===== config.mk =====
export PLATFORM = sky130hd
export DESIGN_NAME = sprite_mover
export DESIGN_NICKNAME = d
export VERILOG_FILES = /design/src/rtl/sprite_mover.sv
export SDC_FILE = /design/constraint.sdc
export NUM_CORES = 1
export LEC_CHECK = 0
export CORE_ASPECT_RATIO = 1.1
export CORE_MARGIN = 4
export CORE_UTILIZATION = 35
export CTS_BUF_LIST = sky130_fd_sc_hd__clkbuf_4
export CTS_CLUSTER_SIZE = 28
export DETAILED_ROUTE_END_ITERATION = 10
export PLACE_DENSITY = 0.63
export RECOVER_POWER = 100
export SLEW_MARGIN = 20
export SYNTH_ARGS = -nofsm -noshare
export SYNTH_HDL_FRONTEND = slang
export SYNTH_SLANG_ARGS = --single-unit

===== constraint.sdc =====
create_clock -name iClock -period 3.2 [get_ports iClock]
set_input_delay 0.32 -clock iClock [delete_from_list [all_inputs] [get_ports iClock]]
set_output_delay 0.32 -clock iClock [all_outputs]
set_load 0.005 [all_outputs]

===== src/rtl/sprite_mover.sv =====
// Moves one SPRITE_W x SPRITE_H rectangle on a 160x120 framebuffer. Each move
// is an erase pass, a one-cycle update, then a draw pass, one pixel per clock.
module sprite_mover #(
  parameter int         X_SCREEN_PIXELS = 160,
  parameter int         Y_SCREEN_PIXELS = 120,
  parameter int         SPRITE_W        = 4,
  parameter int         SPRITE_H        = 4,
  parameter int         STEP            = 1,
  parameter int         START_X         = 50,
  parameter int         START_Y         = 50,
  parameter logic [2:0] SPRITE_COLOUR   = 3'b100,
  parameter logic [2:0] BG_COLOUR       = 3'b000,
  parameter int         FRAME_CYCLES    = 833333
) (
  input  logic       iClock,
  input  logic       iReset,
  input  logic       iForwardX,
  input  logic       iBackX,
  input  logic       iForwardY,
  input  logic       iBackY,
  output logic [7:0] oX,
  output logic [6:0] oY,
  output logic [2:0] oColour,
  output logic       oPlot,
  output logic       oDone,
  output logic [7:0] oPosX,
  output logic [6:0] oPosY
);

  localparam int         CW    = (FRAME_CYCLES > 1) ? $clog2(FRAME_CYCLES) : 1;
  localparam logic [8:0] MAX_X = 9'(X_SCREEN_PIXELS - SPRITE_W);
  localparam logic [7:0] MAX_Y = 8'(Y_SCREEN_PIXELS - SPRITE_H);

  typedef enum logic [2:0] {INIT, WAIT, ERASE, UPDATE, DRAW, DONE} state_t;

  state_t        state;
  logic [CW-1:0] tickCount;
  logic          tick;
  logic          pending;
  logic [7:0]    posX, latchX, nextX;
  logic [6:0]    posY, latchY, nextY;
  logic [4:0]    cx, cy, scanX, scanY, stepX, stepY;
  logic          scanLast, passDone;
  logic [8:0]    sumX;
  logic [7:0]    sumY;

  assign oPosX = posX;
  assign oPosY = posY;

  // WAIT and UPDATE emit the first pixel of a pass, so the scan restarts at 0.
  always_comb begin
    tick     = (tickCount == '0);
    scanX    = (state == WAIT || state == UPDATE) ? 5'd0 : cx;
    scanY    = (state == WAIT || state == UPDATE) ? 5'd0 : cy;
    scanLast = (scanX == 5'(SPRITE_W - 1)) && (scanY == 5'(SPRITE_H - 1));
    stepX    = (scanX == 5'(SPRITE_W - 1)) ? 5'd0 : scanX + 5'd1;
    stepY    = (scanX == 5'(SPRITE_W - 1)) ? scanY + 5'd1 : scanY;
    sumX     = {1'b0, posX} + 9'(STEP);
    sumY     = {1'b0, posY} + 8'(STEP);
    nextX    = posX;
    nextY    = posY;
    if (iForwardX && !iBackX)
      nextX = (sumX > MAX_X) ? MAX_X[7:0] : sumX[7:0];
    else if (iBackX && !iForwardX)
      nextX = (posX < 8'(STEP)) ? 8'd0 : posX - 8'(STEP);
    if (iForwardY && !iBackY)
      nextY = (sumY > MAX_Y) ? MAX_Y[6:0] : sumY[6:0];
    else if (iBackY && !iForwardY)
      nextY = (posY < 7'(STEP)) ? 7'd0 : posY - 7'(STEP);
  end

  always_ff @(posedge iClock) begin
    if (iReset) begin
      state     <= INIT;
      tickCount <= CW'(FRAME_CYCLES - 1);
      pending   <= 1'b0;
      posX      <= 8'(START_X);
      posY      <= 7'(START_Y);
      latchX    <= 8'(START_X);
      latchY    <= 7'(START_Y);
      cx        <= 5'd0;
      cy        <= 5'd0;
      passDone  <= 1'b0;
      oX        <= 8'd0;
      oY        <= 7'd0;
      oColour   <= 3'd0;
      oPlot     <= 1'b0;
      oDone     <= 1'b0;
    end else begin
      tickCount <= tick ? CW'(FRAME_CYCLES - 1) : tickCount - CW'(1);
      // Ticks collapse into one flag; WAIT consumes it every cycle it sits there.
      pending   <= tick | (pending & (state != WAIT));
      oDone     <= 1'b0;
      case (state)
        INIT, DRAW: begin
          if (passDone) begin
            oPlot    <= 1'b0;
            oDone    <= 1'b1;
            passDone <= 1'b0;
            state    <= DONE;
          end else begin
            oPlot    <= 1'b1;
            oX       <= posX + 8'(scanX);
            oY       <= posY + 7'(scanY);
            oColour  <= SPRITE_COLOUR;
            cx       <= stepX;
            cy       <= stepY;
            passDone <= scanLast;
          end
        end
        WAIT: begin
          oPlot <= 1'b0;
          if (pending && (nextX != posX || nextY != posY)) begin
            latchX   <= nextX;
            latchY   <= nextY;
            oPlot    <= 1'b1;
            oX       <= posX + 8'(scanX);
            oY       <= posY + 7'(scanY);
            oColour  <= BG_COLOUR;
            cx       <= stepX;
            cy       <= stepY;
            passDone <= scanLast;
            state    <= ERASE;
          end
        end
        ERASE: begin
          if (passDone) begin
            oPlot    <= 1'b0;
            passDone <= 1'b0;
            state    <= UPDATE;
          end else begin
            oPlot    <= 1'b1;
            oX       <= posX + 8'(scanX);
            oY       <= posY + 7'(scanY);
            oColour  <= BG_COLOUR;
            cx       <= stepX;
            cy       <= stepY;
            passDone <= scanLast;
          end
        end
        UPDATE: begin
          posX     <= latchX;
          posY     <= latchY;
          oPlot    <= 1'b1;
          oX       <= latchX + 8'(scanX);
          oY       <= latchY + 7'(scanY);
          oColour  <= SPRITE_COLOUR;
          cx       <= stepX;
          cy       <= stepY;
          passDone <= scanLast;
          state    <= DRAW;
        end
        DONE:    state <= WAIT;
        default: state <= INIT;
      endcase
    end
  end

endmodule


==> metrics.yaml, run 1 <==
global_routing:
  grt_overflow: 0
  grt_use_total_pct: 16.4
  grt_pass1_vias: 4965
  grt_max_degree: 33
  grt_antenna_before_repair: 1
  grt_pass1_wl_um: 24100
drt:
  wire_per_inst_um: 16.0
  wirelength_um: 14800
  drc_errors: 0
  vias_per_cell: 5.47
  firstDrtPassIters: 5
  ant_nets: 0
  vias: 5057
  drt-initial-drc-count: 423
place:
  place_congestion: 0.918
  numPortBuffers: 38
  place_area_um2: 6280
  dp_hpwl_um: 11000
synth:
  synth_seq_cells: 83
  synth_compound_area_share_pct: 22.6
  synth_edf_count: 0
  async_reset_ff_share_pct: 0
  ys_top_cells_by_area: "dfxtp_1 (30%), nand2_1 (5.0%), mux2i_1 (4.2%)"
  synthMuxAreaShare_pct: 7.32
  synth_fa_ha_area_share_pct: 4.86
  syn_inst: 662
  synth.avg_cell_area_um2: 8.24
  yosysMostFrequentCell: "dfxtp_1"
  synthesis.area_um2: 5450
  yosys.area.top_type_share_pct: 30.5
  synthXorXnorAreaFrac_pct: 4.98
  synthTopCellsByCount: "dfxtp_1 (83), nand2_1 (72), nor2_1 (58)"
  synth.yosys.seq_area_share_pct: 30.5
  synth_ff_type: "dfxtp_1"
  yosys.area.top_type: "dfxtp_1"
  synth_cell_types: 76
  synth_top_family_by_area: "simple AND/OR/NAND/NOR gates"
  yosysWarnings: 0
  synthSimpleGateAreaFrac_pct: 23.2
timing:
  drv_slew: 0
  worst_pin_slew_ns: 0.644
  hold_slack_ns: 0.461
  final-hold-violation-count: 0
  post-route-min-period_ns: 3.08
  skew_ns: 0.00994
  max_slew_margin_pct: 56.7
  timing.final.crit_share_pct: 96.2
  setup_violations: 0
  max_freq_ghz: 0.325
  rsz0062_at_grt: "yes"
power:
  power_frac_seq_pct: 55.9
  power_density_nw_per_um2: 294
  power_mw: 1.91
  p_int_mw: 1.44
  ir_drop_uv: 251
  p_leak_nw: 2.64
  p_sw_uw: 465
  p_clk_share_pct: 34.6
  p_sw_share_pct: 24.4
  comb_power_share_pct: 9.5
layout:
  nFillCells: 1538
  fin_area_um2: 6480
  final_layout_size_suffix_gt1_share_pct: 14.2
  nets: 749
  fin_util_pct: 42.7
  areaGrowthSynthToFinish_pct: 18.9
die:
  die_width_um: 127
  core_region_area_um2: 15200
  fp.dieH_um: 139
  dieArea_um2: 17600
  start_util_pct: 35.9
  ios: 41
  placementRows: 47
clocking:
  cts_buffers: 9
  clock_sinks: 83
  clock_path_buffers: 2
  clock_latency_ns: 0.44
  ctsHoldBuffers: 0
  clock-root-buffer: "clkbuf_4"
  cts_tree: "done"
  clkTransAtPathRegs_ns: 0.13
  h-tree-depth: 3
setup_path:
  crit_buf_inv: 1
  crit_arrival_ns: 3.45
  cpMaxStageDelayCell: "a2111o_2"
  required_ns: 3.57
  path_delay_family: "compound AO/OA/AOI/OAI gates"
  critPathMaxFanout: 10
  cp-end-kind: "flop"
  max_stage_delay_ns: 0.51
  critPathKind: "flop to flop"
  path_cells: "ha_1, nand3_1, nor4_2, or3_1, o32ai_1, a2111o_2, o311a_1, o21ai_4, buf_12, mux2i_1"
  startpoint_type: "flop"
hold_path:
  holdCritPathClass: "flop to flop"
status:
  outcome: "completed"
run:
  cap_viol_max_count: 0
==> flip-flops by register name (all words and copies together) (netlist names), 7 cells and up <==
register	count
oPosY	7
oPosX	8
oX	8
tickCount	20
oY	7
latchY	7
latchX	8
==> final timing paths <==
kind         slack [ns]               startpoint                      end  depth (start not counted)
max                0.12    oPosY[1]$_SDFFE_PP1P_       cx[1]$_SDFFE_PP0P_                         10
min                0.46  tickCount[0]$_SDFF_PP0_  tickCount[0]$_SDFF_PP0_                          1
max reg2reg        0.12    oPosY[1]$_SDFFE_PP1P_       cx[1]$_SDFFE_PP0P_                         10
min reg2reg        0.46  tickCount[0]$_SDFF_PP0_  tickCount[0]$_SDFF_PP0_                          1
==> timing repair <==
action,CTS,global route
pin swaps,0,1
endpoints found under the setup margin,3,40
gates resized for setup,1,14
buffers inserted,0,0
==> layout by cell type (no fill, tap or decap), types with 4 or more instances in the layout <==
master            n
a211o_1           4
a211oi_1          9
a21o_1            6
a21oi_1          34
a31o_2            4
a31oi_1           6
and2_1           15
and3_1            7
buf_4            56
clkbuf_4          9
clkdlybuf4s50_1  16
dfxtp_1          80
dlygate4sd3_1    22
ha_1             18
inv_1            23
mux2_1           10
mux2i_1          23
nand2_1          72
nand2b_1         14
nand3_1          18
nand3b_1          7
nor2_1           58
nor2b_1           6
nor3_1           23
o211a_1           7
o211ai_1         12
o21ai_0          30
o22ai_1           4
o31ai_1           7
or3_1             8
xnor2_1          21
xor2_1           10
==> power by group through the flow <==
stage / logic, mW / clock network, mW / registers (mW)
2_1_floorplan: 0.114 / 0 / 1.09
3_3_place_gp: 0.178 / 0 / 1.09
3_5_place_dp: 0.181 / 0 / 1.09
4_1_cts: 0.182 / 0.684 / 1.07
5_1_grt: 0.199 / 0.728 / 1.07
6_report: 0.181 / 0.661 / 1.07
==> routing by layer <==
metal | global-route usage [%] | vias up | wire [µm] | part of all wire, %
met1 | 20.9 | 2383 | 6780 | 46
met5 | 0 | - | 0 | 0
met4 | 9.37 | 0 | 620 | 4.2
met3 | 1.66 | 40 | 434 | 2.9
li1 | - | 2501 | - | -
met2 | 27.0 | 133 | 6950 | 47
==> metrics by stage <==
stage | worst slack (ns) | TNS [ns] | instances
4_1_cts | 0.0195 | 0 | 923
3_3_place_gp | -0.0716 | -0.496 | 908
3_5_place_dp | -0.133 | -1.10 | 908
5_1_grt | -0.0219 | -0.0219 | 924
6_report | 0.121 | 0 | 924
2_1_floorplan | 0.190 | 0 | 663
==> area by class of cell <==
| cell class | count | area, µm² | share of cell area, % |
|---|---|---|---|
| Multi-Input combinational cell | 508 | 3490 | 53.8 |
| Sequential cell | 83 | 1670 | 25.7 |
| Timing Repair Buffer | 96 | 841 | 13.0 |
| Tap cell | 196 | 245 | 3.78 |
| Inverter | 25 | 93.8 | 1.45 |
| Clock inverter | 6 | 81.3 | 1.25 |
| Clock buffer | 9 | 67.6 | 1.04 |
| Antenna cell | 1 | 2.50 | 0.0386 |
==> worst reg2reg max path, delay by kind of cell, from the launching register on <==
family / cells / cell delay, ns
buffers and inverters: 1 / 0.16
adder cells (fa/ha/maj): 1 / 0.26
AND/OR/NAND/NOR: 3 / 0.79
AO/OA/AOI/OAI: 4 / 1.24
multiplexers: 1 / 0.19
flip-flops: 1 / 0.37
==> kinds of logic (layout without fill, tap and decap cells) <==
logic type               Yosys count  after routing
AND/OR/NAND/NOR                  251            251
AO/OA/AOI/OAI                    167            167
flip-flops                        83             83
buffers and inverters             72            136
multiplexers                      37             37
XOR/XNOR                          31             31
adder cells (fa/ha/maj)           20             20
other                              1              3
No activity file was read; power rests on OpenSTA's default activity.
==> run 2, diff against run 1 <==
--- a/config.mk
+++ b/config.mk
@@ -5,13 +5,15 @@
 export SDC_FILE = /design/constraint.sdc
 export NUM_CORES = 1
 export LEC_CHECK = 0
+export CELL_PAD_IN_SITES_DETAIL_PLACEMENT = 0
+export CELL_PAD_IN_SITES_GLOBAL_PLACEMENT = 2
 export CORE_ASPECT_RATIO = 1.1
 export CORE_MARGIN = 4
 export CORE_UTILIZATION = 35
 export CTS_BUF_LIST = sky130_fd_sc_hd__clkbuf_4
 export CTS_CLUSTER_SIZE = 28
 export DETAILED_ROUTE_END_ITERATION = 10
-export PLACE_DENSITY = 0.63
+export PLACE_DENSITY = 0.88
 export RECOVER_POWER = 100
 export SLEW_MARGIN = 20
 export SYNTH_ARGS = -nofsm -noshare
==> constraint.sdc (replaced) <==
create_clock -name iClock -period 2.85 [get_ports iClock]
set_input_delay 0.285 -clock iClock [delete_from_list [all_inputs] [get_ports iClock]]
set_output_delay 0.285 -clock iClock [all_outputs]
set_load 0.005 [all_outputs]
==> metrics.yaml, run 2 (synthesized netlist as in run 1, its figures left out) <==
power:
  power_density_nw_per_um2: 285  # -3.0%
  ir_drop_uv: 295  # +18%
  p_leak_nw: 3.01  # +14%
global_routing:
  grt_pass1_wl_um: 26600  # +11%
  grt_max_degree: 41  # +24%
  grt_antenna_before_repair: 0  # -1
  grt_use_total_pct: 18.2  # +1.8 points
  grt_overflow: 0  # unchanged
  grt_pass1_vias: 5329  # +7.3%
layout:
  top_register: "tickCount"
  final_layout_size_suffix_gt1_share_pct: 28.7  # +15 points
  stdcell_count: 994  # +7.6%
  nFillCells: 1513  # -1.6%
  layout_common_cells: "buf_4 (109), dfxtp_1 (73), nand2_1 (71), nor2_1 (56), clkdlybuf4s50_1 (37)"
  largest_register_ffs: 20  # unchanged
  nets: 819  # +9.3%
  layout_commonest_cell: "buf_4"
  areaGrowthSynthToFinish_pct: 35.1
  antennaDiodeCount: 0  # -1
status:
  violations: "setup timing"
  outcome: "finished with violations"
setup_path:
  max_stage_delay_ns: 0.56  # +0.05 ns
  cpMaxStageDelayCell: "a2111o_2"
  crit_buf_inv: 3  # +2
  crit_arrival_ns: 3.26  # -0.19 ns
  critPathMaxFanout: 4  # -6
  path_delay_family: "compound AO/OA/AOI/OAI gates"
  startpoint_type: "flop"
  path_cells: "buf_4, inv_4, ha_4, nand3b_1, o31ai_2, a31oi_2, a2111o_2, o311a_4, o21ai_4, buf_4, mux2i_1"
  reg2reg_depth: 11  # +1
  r2r-end: "oY[6]$_SDFFE_PP0P_"
  cpMostUsedCell: "buf_4"
  ff2ff_setup_slack_ns: -0.04  # -0.16 ns
  critPathKind: "flop to flop"
  r2r-start: "oPosX[1]$_SDFFE_PP1P_"
  required_ns: 3.22  # -0.35 ns
  cp-end-kind: "flop"
clocking:
  clkTransAtPathRegs_ns: 0.13  # about the same
  cts_tree: "done"
  ctsHoldBuffers: 0  # unchanged
  clock_latency_ns: 0.44  # about the same
  cts_buffers: 9  # unchanged
  h-tree-depth: 3  # unchanged
  clock_path_buffers: 2  # unchanged
  clock_sinks: 83  # unchanged
  clock-root-buffer: "clkbuf_4"
hold_path:
  holdPathStages: 1  # unchanged
  min_from: "tickCount[0]$_SDFF_PP0_"
  hold_end: "tickCount[0]$_SDFF_PP0_"
  holdCritPathClass: "flop to flop"
place:
  numPortBuffers: 38  # unchanged
  place_ws_ns: -0.351  # -0.218 ns
  dp_hpwl_um: 12200  # +11%
  dp.cells: 963  # +6.1%
  place_congestion: 0.906  # -1.3%
run:
  cap_viol_max_count: 0  # unchanged
drt:
  wirelength_um: 16300  # +10%
  firstDrtPassIters: 6  # +1
  wire_per_inst_um: 16.4  # +2.4%
  drt-initial-drc-count: 272  # -36%
  drc_errors: 0  # unchanged
  vias_per_cell: 5.33  # -2.6%
  ant_nets: 0  # unchanged
  vias: 5297  # +4.7%
die:
  placementRows: 47  # unchanged
  fp.dieH_um: 139  # unchanged
  core_region_area_um2: 15200  # unchanged
  start_util_pct: 35.9  # unchanged
  dieArea_um2: 17600  # unchanged
  die_width_um: 127  # unchanged
  ios: 41  # unchanged
timing:
  worst_pin_slew_ns: 0.794  # +0.150 ns
  max_freq_ghz: 0.346  # +6.6%
  timing.final.crit_share_pct: 101  # +5.1 points
  drv_slew: 0  # unchanged
  skew_ns: 0.0132  # +0.00327 ns
  setup_violations: 8  # +8
  hold_slack_ns: 0.441  # -0.0200 ns
  post-route-min-period_ns: 2.89  # -0.191 ns
  max_slew_margin_pct: 47.1  # -9.7 points
  final-hold-violation-count: 0  # unchanged
  fin_ws_ns: -0.0383  # -0.159 ns
  rsz0062_at_grt: "yes"
-- run 2: cell count changes in the layout (fill, tap and decap cells not counted), sizes merged, moves of 4 or more --
cell,delta
clkdlybuf4s50,+21
dlygate4sd3,-21
buf,+68
clkbuf,+4
-- run 2: stage by stage --
step	total power, mW	util (%)	area (µm²)	TNS, ns
global placement	1.43	44.5	6750	-8.81
CTS	2.12	47.2	7160	-0.0237
detailed placement	1.44	44.5	6750	-10.0
floorplan	1.35	-	5470	0
finish	2.10	48.6	7370	-0.145
global route	2.20	48.6	7370	-2.81
-- run 2: per-layer routing --
metal | vias to the layer above | wire length, µm | global-route usage, %
li1 | 2658 | - | -
met1 | 2516 | 7420 | 24.2
met2 | 102 | 8130 | 30.7
met3 | 21 | 466 | 2.23
met4 | 0 | 272 | 5.53
met5 | - | 0 | 0
-- run 2: final cells by class --
class                           count  area (µm²)  area share [%]
Sequential cell                    83        1680            22.9
Tap cell                          196         245            3.33
Clock buffer                       11        82.6            1.12
Timing Repair Buffer              166        1500            20.3
Inverter                           25        96.3            1.31
Clock inverter                      5        53.8           0.730
Multi-Input combinational cell    508        3710            50.4
-- run 2: where the power goes --
part	internal, mW	switching (mW)	leakage [nW]
clock network	0.285	0.401	0.0806
logic	0.106	0.115	2.26
registers	1.18	0.0169	0.677
-- run 2: worst max-delay path by stage --
| stage | from | end | slack (ns) | cells after the start |
|---|---|---|---|---|
| floorplan | oPosX[0]$_SDFFE_PP0P_ | cx[1]$_SDFFE_PP0P_ | 0.02 | 13 |
| detailed placement | iBackX | passDone$_SDFFE_PP0P_ | -0.35 | 10 |
| finish | oPosX[1]$_SDFFE_PP1P_ | oY[6]$_SDFFE_PP0P_ | -0.04 | 11 |
| CTS | oPosX[1]$_SDFFE_PP1P_ | oX[3]$_SDFFE_PP0P_ | -0.01 | 11 |
| global route | oPosX[1]$_SDFFE_PP1P_ | oX[3]$_SDFFE_PP0P_ | -0.15 | 11 |
| global placement | iBackX | passDone$_SDFFE_PP0P_ | -0.30 | 10 |
-- run 2: worst register-to-register path: stages, from the launching register on --
cell and delay [ns]:
dfxtp_4 0.38, buf_4 0.14, inv_4 0.06, ha_4 0.13, nand3b_1 0.17, o31ai_2 0.30, a31oi_2 0.16, a2111o_2 0.56
o311a_4 0.43, o21ai_4 0.16, buf_4 0.16, mux2i_1 0.19
-- run 2: repair_timing --
item	4_1_cts	5_1_grt
pin swaps	16	26
hold endpoints to repair	0	0
resized for setup	44	44
buffers inserted	10	4
cloned	1	1
endpoints found under the setup margin	41	43
==> run 3, diff against run 2 <==
--- a/config.mk
+++ b/config.mk
@@ -5,15 +5,16 @@
 export SDC_FILE = /design/constraint.sdc
 export NUM_CORES = 1
 export LEC_CHECK = 0
+export ABC_AREA = 1
 export CELL_PAD_IN_SITES_DETAIL_PLACEMENT = 0
 export CELL_PAD_IN_SITES_GLOBAL_PLACEMENT = 2
 export CORE_ASPECT_RATIO = 1.1
 export CORE_MARGIN = 4
-export CORE_UTILIZATION = 35
+export CORE_UTILIZATION = 33
 export CTS_BUF_LIST = sky130_fd_sc_hd__clkbuf_4
 export CTS_CLUSTER_SIZE = 28
 export DETAILED_ROUTE_END_ITERATION = 10
-export PLACE_DENSITY = 0.88
+export PLACE_DENSITY = 0.9
 export RECOVER_POWER = 100
 export SLEW_MARGIN = 20
 export SYNTH_ARGS = -nofsm -noshare
==> metrics.yaml, run 3 <==
status:
  outcome: "completed"
synth:
  yosys.area.top_type_share_pct: 31.6  # +1.1 points
  synth_seq_cells: 83  # unchanged
  syn_inst: 815  # +23%
  synth.yosys.seq_area_share_pct: 31.6  # +1.1 points
  synth_ff_type: "dfxtp_1"
  async_reset_ff_share_pct: 0  # unchanged
  synth_cell_types: 40  # -47%
  yosys.area.top_type: "dfxtp_1"
  synthesis.area_um2: 5270  # -3.4%
  yosysWarnings: 0  # unchanged
  synth_edf_count: 0  # unchanged
  ys_top_cells_by_area: "dfxtp_1 (32%), nand2_1 (14%), nor2_1 (8.3%)"
  yosysMostFrequentCell: "nand2_1"
  synthTopCellsByCount: "nand2_1 (203), nor2_1 (117), nand3_1 (86)"
  synth.avg_cell_area_um2: 6.46  # -22%
place:
  place_area_um2: 6010  # -11%
  place_ws_ns: -0.00440  # +0.346 ns
  place_congestion: 0.875  # -3.4%
  dp_hpwl_um: 10500  # -14%
  dp.cells: 1059  # +10%
  numPortBuffers: 38  # unchanged
setup_path:
  critPathMaxFanout: 27  # +23
  crit_buf_inv: 1  # -2
  required_ns: 3.26  # +0.04 ns
  startpoint_type: "flop"
  cpMostUsedCell: "nand2_1"
  cpMaxStageDelayCell: "dfxtp_1"
  max_stage_delay_ns: 0.57  # about the same
  crit_arrival_ns: 3.04  # -0.22 ns
  critPathKind: "flop to flop"
  path_cells: "nor2_1, nand3_1, nor2_2, a21oi_1, nand2_1, nand2_1, nand2_1, nand2_1, nand2_1, nor2_2, nand2_1, nor2_1, nand3_2, nand3_2, nand2_4, buf_12, nand3b_1, nand2_1, nor2_1"
  path_delay_family: "simple AND/OR/NAND/NOR gates"
  cp-end-kind: "flop"
clocking:
  cts_buffers: 9  # unchanged
  ctsHoldBuffers: 0  # unchanged
  clkTransAtPathRegs_ns: 0.14  # about the same
  clock_latency_ns: 0.45  # about the same
  clock_sinks: 83  # unchanged
  cts_tree: "done"
  clock-root-buffer: "clkbuf_4"
  h-tree-depth: 3  # unchanged
  clock_path_buffers: 2  # unchanged
die:
  core_region_area_um2: 15700  # +3.3%
  start_util_pct: 33.6  # -2.4 points
  fp.dieH_um: 140  # +1.1%
  ios: 41  # unchanged
  dieArea_um2: 18000  # +2.3%
  die_width_um: 128  # +1.1%
  placementRows: 48  # +2.1%
power:
  p_sw_share_pct: 26.3  # +0.99 points
  power_density_nw_per_um2: 334  # +17%
  power_mw: 2.08  # -1.0%
  p_clk_share_pct: 34.0  # +1.4 points
  p_leak_nw: 3.09  # +2.4%
  p_int_mw: 1.53  # -2.4%
  power_frac_seq_pct: 57.5  # +0.6 points
  comb_power_share_pct: 8.5  # -2.0 points
  p_sw_uw: 548  # +2.8%
  ir_drop_uv: 247  # -16%
timing:
  drv_slew: 0  # unchanged
  max_freq_ghz: 0.380  # +9.8%
  timing.final.crit_share_pct: 92.3  # -9.0 points
  skew_ns: 0.0104  # -0.00284 ns
  rsz0062_at_grt: "no"
  tns_ns: 0  # +0.145 ns
  max_slew_margin_pct: 57.4  # +10 points
  final-hold-violation-count: 0  # unchanged
  worst_pin_slew_ns: 0.638  # -0.156 ns
  fin_ws_ns: 0.218  # +0.257 ns
  hold_slack_ns: 0.419  # -0.0221 ns
  setup_violations: 0  # -8
  post-route-min-period_ns: 2.63  # -0.257 ns
drt:
  wire_per_inst_um: 13.0  # -21%
  ant_nets: 0  # unchanged
  drc_errors: 0  # unchanged
  wirelength_um: 14000  # -14%
  drt-initial-drc-count: 337  # +24%
  firstDrtPassIters: 5  # -1
  vias: 5137  # -3.0%
  vias_per_cell: 4.76  # -11%
layout:
  areaGrowthSynthToFinish_pct: 18.2
  largest_register_ffs: 20  # unchanged
  fin_area_um2: 6220  # -16%
  nets: 899  # +9.8%
  fin_util_pct: 39.7  # -8.9 points
  layout_commonest_cell: "nand2_1"
  top_register: "tickCount"
  final_layout_size_suffix_gt1_share_pct: 10.9  # -18 points
  nFillCells: 1752  # +16%
  stdcell_count: 1079  # +8.6%
  layout_common_cells: "nand2_1 (202), nor2_1 (114), nand3_1 (84), inv_1 (81), dfxtp_1 (78)"
global_routing:
  grt_use_total_pct: 16.0  # -2.2 points
  grt_pass1_wl_um: 23700  # -11%
  grt_overflow: 0  # unchanged
  grt_antenna_before_repair: 1  # +1
  grt_max_degree: 46  # +12%
  grt_pass1_vias: 4870  # -8.6%
run:
  cap_viol_max_count: 0  # unchanged
hold_path:
  holdCritPathClass: "flop to flop"
-- run 3: path summary, 6_finish.rpt --
kind	start	endpoint	slack, ns	cells after the start
min reg2reg	tickCount[0]$_SDFF_PP0_	tickCount[0]$_SDFF_PP0_	0.42	1
max	oPosY[3]$_SDFFE_PP0P_	oX[1]$_SDFFE_PP0P_	0.22	19
max reg2reg	oPosY[3]$_SDFFE_PP0P_	oX[1]$_SDFFE_PP0P_	0.22	19
min	tickCount[0]$_SDFF_PP0_	tickCount[0]$_SDFF_PP0_	0.42	1
-- run 3: final cells by class --
cell class                      instances  area, µm²  area share, %
Antenna cell                            1       2.50         0.0402
Clock buffer                           10       75.1           1.21
Clock inverter                          6       66.3           1.07
Inverter                               88        333           5.35
Multi-Input combinational cell        616       3140           50.5
Sequential cell                        83       1670           26.8
Tap cell                              200        250           4.02
Timing Repair Buffer                   75        684           11.0
-- run 3: layer usage --
metal  GRT usage (%)  part of all wire, %  vias up
met2            25.8                   47       72
met1            22.1                   49     2321
li1                -                    -     2727
met4            5.14                  1.6        0
met5               0                    0        -
met3            2.21                  2.6       17
-- run 3: kinds of logic after synthesis --
logic type      synth area share (%)
fa+ha+maj                       5.04
buf+inv                         9.86
flops                           31.6
other cells                   0.0712
simple gates                    37.8
xor+xnor                        5.13
compound gates                  10.6
-- run 3: timing repair --
action / CTS / global route
setup buffers: 0 / 3
setup endpoints to repair: 1 / 45
pin swaps: 0 / 3
gates resized for setup: 1 / 21
-- run 3: power groups by stage --
stage	Combinational, mW	Clock (mW)	Sequential [mW]
after global placement	0.180	0	1.22
after CTS	0.181	0.745	1.20
after detailed placement	0.181	0	1.22
final	0.177	0.709	1.20
after floorplan	0.118	0	1.22
after global routing	0.202	0.793	1.20
